[src/rtl/ifetch_prefetch_pkg.sv]
// rtl/ifetch_prefetch_pkg.sv - shared constants and width helper for the fetch unit
// Purpose: default address width, the NOP presented on an empty queue, the PC step
//          per instruction, and the occupancy-counter width helper.
// Ports:   none (package).
package ifetch_prefetch_pkg;

    localparam int          XLEN_DEFAULT = 32;
    localparam logic [31:0] INST_NOP     = 32'h0000_0013;
    localparam int          PC_STEP      = 4;

    // Width of a counter that must hold every value 0..depth inclusive.
    function automatic int cnt_width(input int depth);
        return $clog2(depth + 1);
    endfunction

endpackage

[src/rtl/ifetch_prefetch_sync_fifo.sv]
// rtl/ifetch_prefetch_sync_fifo.sv - synchronous FIFO holding prefetched {pc, inst} entries
// Purpose: DEPTH-entry queue with same-cycle push/pop (also when full) and a
//          clear that wins over both.
// Ports:   clk, rst_n        clock, asynchronous active-low reset
//          push_i/push_data_i write an entry
//          pop_i              retire the head entry
//          clear_i            empty the queue
//          head_data_o        head entry (undefined contents when empty)
//          empty_o, count_o   occupancy status
module ifetch_prefetch_sync_fifo #(
    parameter int WIDTH = 64,
    parameter int DEPTH = 4
) (
    input  logic                     clk,
    input  logic                     rst_n,
    input  logic                     push_i,
    input  logic [WIDTH-1:0]         push_data_i,
    input  logic                     pop_i,
    input  logic                     clear_i,
    output logic [WIDTH-1:0]         head_data_o,
    output logic                     empty_o,
    output logic [$clog2(DEPTH):0]   count_o
);

    localparam int AW = $clog2(DEPTH);

    logic [WIDTH-1:0] r_mem [DEPTH];
    logic [AW:0]      r_wr_ptr;
    logic [AW:0]      r_rd_ptr;
    logic             w_full;
    logic             w_push_ok;
    logic             w_pop_ok;

    // Pointers carry one extra MSB so full and empty are distinguishable.
    assign empty_o     = (r_wr_ptr == r_rd_ptr);
    assign w_full      = (r_wr_ptr[AW] != r_rd_ptr[AW]) &&
                         (r_wr_ptr[AW-1:0] == r_rd_ptr[AW-1:0]);
    assign count_o     = r_wr_ptr - r_rd_ptr;
    assign head_data_o = r_mem[r_rd_ptr[AW-1:0]];

    assign w_pop_ok  = pop_i && !empty_o;
    // A full queue still accepts a push when the head leaves in the same cycle.
    assign w_push_ok = push_i && (!w_full || w_pop_ok);

    always_ff @(posedge clk or negedge rst_n) begin
        if (!rst_n) begin
            r_wr_ptr <= '0;
            r_rd_ptr <= '0;
        end else if (clear_i) begin
            r_wr_ptr <= '0;
            r_rd_ptr <= '0;
        end else begin
            if (w_push_ok) begin
                r_wr_ptr <= r_wr_ptr + 1'b1;
            end
            if (w_pop_ok) begin
                r_rd_ptr <= r_rd_ptr + 1'b1;
            end
        end
    end

    always_ff @(posedge clk) begin
        if (w_push_ok && !clear_i) begin
            r_mem[r_wr_ptr[AW-1:0]] <= push_data_i;
        end
    end

endmodule

[src/rtl/ifetch_prefetch.sv]
// rtl/ifetch_prefetch.sv - instruction fetch unit with prefetch queue and redirect flush
// Purpose: owns the fetch PC, issues in-order requests to a variable-latency
//          instruction memory, buffers up to DEPTH responses and presents the
//          head {inst, addr} to if_id. A jump clears the queue and discards
//          every response still in flight.
// Ports:   clk, rst_n                         clock, asynchronous active-low reset
//          jump_en_i, jump_addr_i             redirect from ctrl
//          hold_flag_i                        downstream stall, inhibits pop
//          mem_req_valid_o/addr_o/ready_i     fetch request handshake
//          mem_rsp_valid_i, mem_rsp_inst_i    in-order instruction return
//          inst_valid_o, inst_o, inst_addr_o  queue head to if_id
module ifetch_prefetch
    import ifetch_prefetch_pkg::*;
#(
    parameter int              XLEN     = XLEN_DEFAULT,
    parameter int              DEPTH    = 4,
    parameter logic [XLEN-1:0] RESET_PC = '0
) (
    input  logic            clk,
    input  logic            rst_n,
    input  logic            jump_en_i,
    input  logic [XLEN-1:0] jump_addr_i,
    input  logic            hold_flag_i,
    output logic            mem_req_valid_o,
    output logic [XLEN-1:0] mem_req_addr_o,
    input  logic            mem_req_ready_i,
    input  logic            mem_rsp_valid_i,
    input  logic [31:0]     mem_rsp_inst_i,
    output logic            inst_valid_o,
    output logic [31:0]     inst_o,
    output logic [XLEN-1:0] inst_addr_o
);

    localparam int              CW       = cnt_width(DEPTH);
    localparam logic [CW:0]     LP_DEPTH = (CW+1)'(DEPTH);
    localparam logic [XLEN-1:0] LP_STEP  = XLEN'(PC_STEP);

    logic [XLEN-1:0]    r_fetch_pc;
    logic [XLEN-1:0]    r_rsp_pc;
    logic [CW-1:0]      r_outst;
    logic [CW-1:0]      r_drop;

    logic [CW-1:0]      w_count;
    logic               w_empty;
    logic [CW:0]        w_inflight;
    logic               w_req_fire;
    logic               w_rsp;
    logic               w_discard;
    logic               w_push;
    logic               w_pop;
    logic [XLEN+31:0]   w_head;

    // Queue entries plus outstanding requests never exceed DEPTH, so every
    // response already has a reserved slot and the memory needs no backpressure.
    assign w_inflight      = {1'b0, w_count} + {1'b0, r_outst};
    assign mem_req_valid_o = rst_n && !jump_en_i && (w_inflight < LP_DEPTH);
    assign mem_req_addr_o  = r_fetch_pc;
    assign w_req_fire      = mem_req_valid_o && mem_req_ready_i;

    // A response with nothing outstanding is ignored.
    assign w_rsp     = mem_rsp_valid_i && (r_outst != '0);
    assign w_discard = (r_drop != '0) || jump_en_i;
    assign w_push    = w_rsp && !w_discard;
    assign w_pop     = !w_empty && !hold_flag_i && !jump_en_i;

    always_ff @(posedge clk or negedge rst_n) begin
        if (!rst_n) begin
            r_fetch_pc <= RESET_PC;
            r_rsp_pc   <= RESET_PC;
            r_outst    <= '0;
            r_drop     <= '0;
        end else if (jump_en_i) begin
            // Everything still outstanding after this cycle belongs to the old
            // path; that already covers any pending drop since drop <= outst.
            r_fetch_pc <= jump_addr_i;
            r_rsp_pc   <= jump_addr_i;
            r_outst    <= r_outst - CW'(w_rsp);
            r_drop     <= r_outst - CW'(w_rsp);
        end else begin
            if (w_req_fire) begin
                r_fetch_pc <= r_fetch_pc + LP_STEP;
            end
            if (w_push) begin
                r_rsp_pc <= r_rsp_pc + LP_STEP;
            end
            r_outst <= r_outst + CW'(w_req_fire) - CW'(w_rsp);
            if (w_rsp && (r_drop != '0)) begin
                r_drop <= r_drop - 1'b1;
            end
        end
    end

    ifetch_prefetch_sync_fifo #(
        .WIDTH (XLEN + 32),
        .DEPTH (DEPTH)
    ) u_queue (
        .clk         (clk),
        .rst_n       (rst_n),
        .push_i      (w_push),
        .push_data_i ({r_rsp_pc, mem_rsp_inst_i}),
        .pop_i       (w_pop),
        .clear_i     (jump_en_i),
        .head_data_o (w_head),
        .empty_o     (w_empty),
        .count_o     (w_count)
    );

    assign inst_valid_o = !w_empty;
    assign inst_o       = w_empty ? INST_NOP : w_head[31:0];
    assign inst_addr_o  = w_empty ? '0 : w_head[XLEN+31:32];

    a_rsp_has_outstanding: assert property (
        @(posedge clk) disable iff (!rst_n) mem_rsp_valid_i |-> (r_outst != '0)
    );

endmodule

[config.mk]
export PLATFORM = sky130hd
export DESIGN_NAME = ifetch_prefetch
export DESIGN_NICKNAME = d
export VERILOG_FILES = /design/src/rtl/ifetch_prefetch_pkg.sv /design/src/rtl/ifetch_prefetch_sync_fifo.sv /design/src/rtl/ifetch_prefetch.sv
export SDC_FILE = /design/constraint.sdc
export NUM_CORES = 1
export LEC_CHECK = 0
export BUFFER_PORTS_ARGS = -buffer_cell sky130_fd_sc_hd__buf_4
export CAP_MARGIN = 20
export CORE_MARGIN = 1
export CORE_UTILIZATION = 60
export DETAILED_ROUTE_END_ITERATION = 16
export GPL_TIMING_DRIVEN = 0
export PLACE_DENSITY = 0.79
export SLEW_MARGIN = 20
export SYNTH_ARGS = -nofsm -noshare
export SYNTH_HDL_FRONTEND = slang
export SYNTH_HIERARCHICAL = 1
export SYNTH_SLANG_ARGS = --single-unit
[constraint.sdc]
create_clock -name clk -period 11.45 [get_ports clk]
set_clock_uncertainty 0.1 [all_clocks]
set_input_delay 0.5725 -clock clk [delete_from_list [all_inputs] [get_ports clk]]
set_output_delay 0.5725 -clock clk [all_outputs]
set_load 0.005 [all_outputs]
==> results.toml <==
[status]
status = "complete, no violations"

[flow_run]
max_cap_violations = 0

[worst_setup_path]
worst_r2r_endpoint = "r_outst[2]$_DFF_PN0_"
reg_to_reg_slack_setup_ps = 7060
worst-endpoint-arrival_ps = 4730
path_depth = 17
timing.critical_path.slowest_cell_delay_ps = 420
r2r_cells = 17
cp_top_family = "adder cells"
start_kind = "flop"
crit_type = "flop to flop"
setup.worst_path.end_class = "flop"
critPathMostFrequentCell = "sky130_fd_sc_hd__ha_1"
r2r_start = "u_queue/r_wr_ptr[0]$_DFFE_PN0P_"
cp.required_ps = 11790
crit_path_top_delay_cell = "sky130_fd_sc_hd__dfrtp_1"
buffering_stage_count_on_the_worst_path_with_inverters_included = 5
crit_chain = "inv_1, ha_1, fa_1, xnor2_1, ha_1, nor4b_2, and4_1, buf_4, inv_2, clkbuf_1, ha_1, inv_1, ha_1, fa_1, xor2_1, o21ai_0, xor2_1"
path_max_fanout = 10

[clock_network]
cts_repair_resize_count = 0
worst_setup_hold_path_clk_slew_ps = 60
cts_root_buffer = "sky130_fd_sc_hd__clkbuf_16"
cts_buffer_depth = 3
clock_sink_count = 332
post_cts_buffers = 0
cts_inserted_buffers = 34
clock_latency_ps = 510
cts-hold-fix-buffers = 0
tritoncts = "built"
htree_num_levels = 2

[floorplanning]
pin_count = 168
fp.dieArea_mm2 = 0.02417
die_w_um = 155.5
die_h_um = 155.5
core_area_mm2 = 0.02285
initial_core_utilization_pct = 61.86
rows = 55

[placed_design]
place.detailed.instances = 1363
hpwlAfterDp_um = 19900
io_buffers = 166
gp_routability_congestion = 0.9149

[power]
power-per-cell-area_mw_per_mm2 = 165.9
power.static_leakage_nw = 6.052
ir_drop_mv = 0.1141
report.power.total_mw = 2.833

[sta]
rsz_0062_raised_after_global_routing = "false"
period_share_pct = 38.34
maxClockFrequency_ghz = 0.2278
final.min_clock_period_ps = 4390
max-slew-margin-rel_pct = 30.89
setup_violation_total_in_the_final_timing_report = 0
max_slew.worst_pin.slew_ps = 1029
report.final.slew_viol_count = 0
hold_violations = 0
setup_total_negative_slack_ps = 0

[routing]
postRouteWirelength_um = 30640
routed-via-count = 8482
drtIter0Drc = 567
detail_route.vias_per_cell = 5.965
ant_nets = 0
routed_wire_length_per_instance_um = 21.54
drt-pass1-iter-count = 6
post-route-drc-count = 0

[logic_synthesis]
asyncSetResetFlopFracSynth_pct = 22.89
synthDistinctLibCells = 54
ys_warn_count = 6
synthesis.area_mm2 = 0.01413
synth_top_flop_cell = "sky130_fd_sc_hd__edfxtp_1"
synthesis.instances = 880
ys_ff_latch = 332
number_of_flops_mapped_to_enable_cells_by_yosys = 256
synthesized_area_per_cell_um2 = 16.06
syn_nets = 969
yosysSeqAreaShare_pct = 67.85

[global_route]
grt_start_max_net_pins = 79
grt_first_pass_wirelength_um = 47750
grt_pass1_vias = 8746
gr-usage-all-layers_pct = 26.28
grt_antenna_before_repair = 0
grt_overflow_total = 0

[cells_and_area]
finalNetCount = 1175
post_route_cells_drive_above_1_share_pct = 29.22
synthToLayoutAreaGrowth_pct = 20.83
final-instance-count-excl-fill = 1422
antenna-diode-count = 0

[min_path]
holdCritPathClass = "input pin to asynchronous set/reset pin"
==> cell type report <==
type,count,area (um2)
clock buffer,38,887.1
tap,313,391.6
inverter,30,112.6
multi-input combinational,475,4252
buffer,43,193.9
clock inverter,21,290.3
sequential,332,9589
timing repair buffer,170,1360
fill,1391,5771
==> synth_stat cells, types with 4 or more instances <==
master / n / area share (%)
sky130_fd_sc_hd__inv_1: 28 / 0.74
sky130_fd_sc_hd__o31a_1: 5 / 0.31
sky130_fd_sc_hd__o211ai_1: 18 / 0.96
sky130_fd_sc_hd__mux2_2: 11 / 0.88
sky130_fd_sc_hd__nand3_1: 28 / 0.99
sky130_fd_sc_hd__clkbuf_1: 25 / 0.66
sky130_fd_sc_hd__xor2_1: 24 / 1.5
sky130_fd_sc_hd__o311ai_0: 13 / 0.81
sky130_fd_sc_hd__and3_2: 4 / 0.21
sky130_fd_sc_hd__buf_4: 6 / 0.32
sky130_fd_sc_hd__and4_1: 10 / 0.62
sky130_fd_sc_hd__mux4_2: 64 / 10
sky130_fd_sc_hd__nand2_1: 49 / 1.3
sky130_fd_sc_hd__ha_1: 17 / 1.5
sky130_fd_sc_hd__nand4_1: 24 / 1.1
sky130_fd_sc_hd__nor2b_1: 62 / 2.7
sky130_fd_sc_hd__and3_1: 8 / 0.35
sky130_fd_sc_hd__nand2b_1: 6 / 0.27
sky130_fd_sc_hd__a21oi_1: 15 / 0.53
sky130_fd_sc_hd__nor3_1: 6 / 0.21
sky130_fd_sc_hd__and2_1: 8 / 0.35
sky130_fd_sc_hd__edfxtp_1: 256 / 54
sky130_fd_sc_hd__dfrtp_1: 76 / 13
sky130_fd_sc_hd__nor2_1: 18 / 0.48
sky130_fd_sc_hd__buf_1: 4 / 0.11
sky130_fd_sc_hd__nor4_1: 9 / 0.40
sky130_fd_sc_hd__o31ai_1: 4 / 0.21
sky130_fd_sc_hd__xnor2_1: 19 / 1.2
sky130_fd_sc_hd__o21ai_0: 21 / 0.74
sky130_fd_sc_hd__buf_2: 7 / 0.25
==> sequential cells by signal, indices dropped and copies added, names as in the netlist <==
name / flops
u_queue/r_mem: 256
mem_req_addr_o: 32
r_rsp_pc: 32
r_drop: 3
r_outst: 3
u_queue/r_rd_ptr: 3
u_queue/r_wr_ptr: 3
==> layer usage <==
metal / vias up / wire (um) / GRT usage [%]
met4: 0 / 766 / 8.310
met2: 372 / 15210 / 43.80
li1: 3819 / - / -
met3: 58 / 2207 / 4.652
met1: 4233 / 12460 / 35.64
met5: - / 0 / 0
==> worst max-delay path by stage <==
stage | from | to | slack (ps)
global placement | u_queue/r_rd_ptr[1]$_DFFE_PN0P_ | u_queue/r_mem[1][28]$_DFFE_PP_ | 6780
finish | u_queue/r_wr_ptr[0]$_DFFE_PN0P_ | r_outst[2]$_DFF_PN0_ | 7060
CTS | u_queue/r_rd_ptr[1]$_DFFE_PN0P_ | inst_o[17] | 7020
floorplan | u_queue/r_wr_ptr[0]$_DFFE_PN0P_ | r_outst[2]$_DFF_PN0_ | 7760
global route | u_queue/r_rd_ptr[1]$_DFFE_PN0P_ | inst_o[17] | 6860
detailed placement | u_queue/r_wr_ptr[0]$_DFFE_PN0P_ | r_outst[2]$_DFF_PN0_ | 7170
==> stage by stage <==
stage	worst slack, ps	util (%)	hold WS [ps]	area, um2
2_1_floorplan	7763	-	176.9	14130
3_3_place_gp	6782	69.03	413.5	15770
5_1_grt	6864	74.74	59.08	17080
6_report	7060	74.74	2.693	17080
4_1_cts	7025	74.73	143.0	17070
3_5_place_dp	7171	69.57	425.3	15900
==> power breakdown <==
group          internal [mW]  switching [mW]
Sequential              1.35          0.0563
Combinational          0.126           0.141
Clock                  0.717           0.442
Total                   2.19           0.639
==> worst reg2reg max path: stages (launching register included) <==
cell and delay, ps:
sky130_fd_sc_hd__dfrtp_1 420, sky130_fd_sc_hd__inv_1 120, sky130_fd_sc_hd__ha_1 220, sky130_fd_sc_hd__fa_1 380, sky130_fd_sc_hd__xnor2_1 240, sky130_fd_sc_hd__ha_1 290
sky130_fd_sc_hd__nor4b_2 300, sky130_fd_sc_hd__and4_1 240, sky130_fd_sc_hd__buf_4 170, sky130_fd_sc_hd__inv_2 60, sky130_fd_sc_hd__clkbuf_1 270, sky130_fd_sc_hd__ha_1 370
sky130_fd_sc_hd__inv_1 40, sky130_fd_sc_hd__ha_1 180, sky130_fd_sc_hd__fa_1 390, sky130_fd_sc_hd__xor2_1 150, sky130_fd_sc_hd__o21ai_0 210, sky130_fd_sc_hd__xor2_1 160
==> cell families (layout without fill, tap and decap cells) <==
family,after synthesis,after routing,share of synthesized area (%)
AOI/OAI and AO/OA,86,86,4.179
xor gates and xnor gates,44,44,2.780
adders and majority gates,19,19,1.788
buffers and inverters,73,302,2.169
DFF,332,332,67.85
muxes,79,79,11.39
and+or+nand+nor,247,247,9.836
==> cell usage in the layout, fill, tap and decap left out, drive strengths merged, types with 3 or more instances in the layout <==
master	instances
nand2b	6
or2	4
o31ai	4
o31a	5
ha	17
and2	9
a21oi	15
nand3	28
nor2b	62
nor4	9
or4	3
and4	10
xor2	24
and3	12
edfxtp	256
buf	187
o21ai	21
o311ai	13
nor2	18
bufinv	7
clkbuf	64
nand4	24
a21boi	3
inv	30
clkinv	12
xnor2	20
mux2	12
nand2	49
nor3	6
mux4	64
o211ai	18
dfrtp	76
mux2i	3
Note: power is estimated with default switching activity, not from simulation.
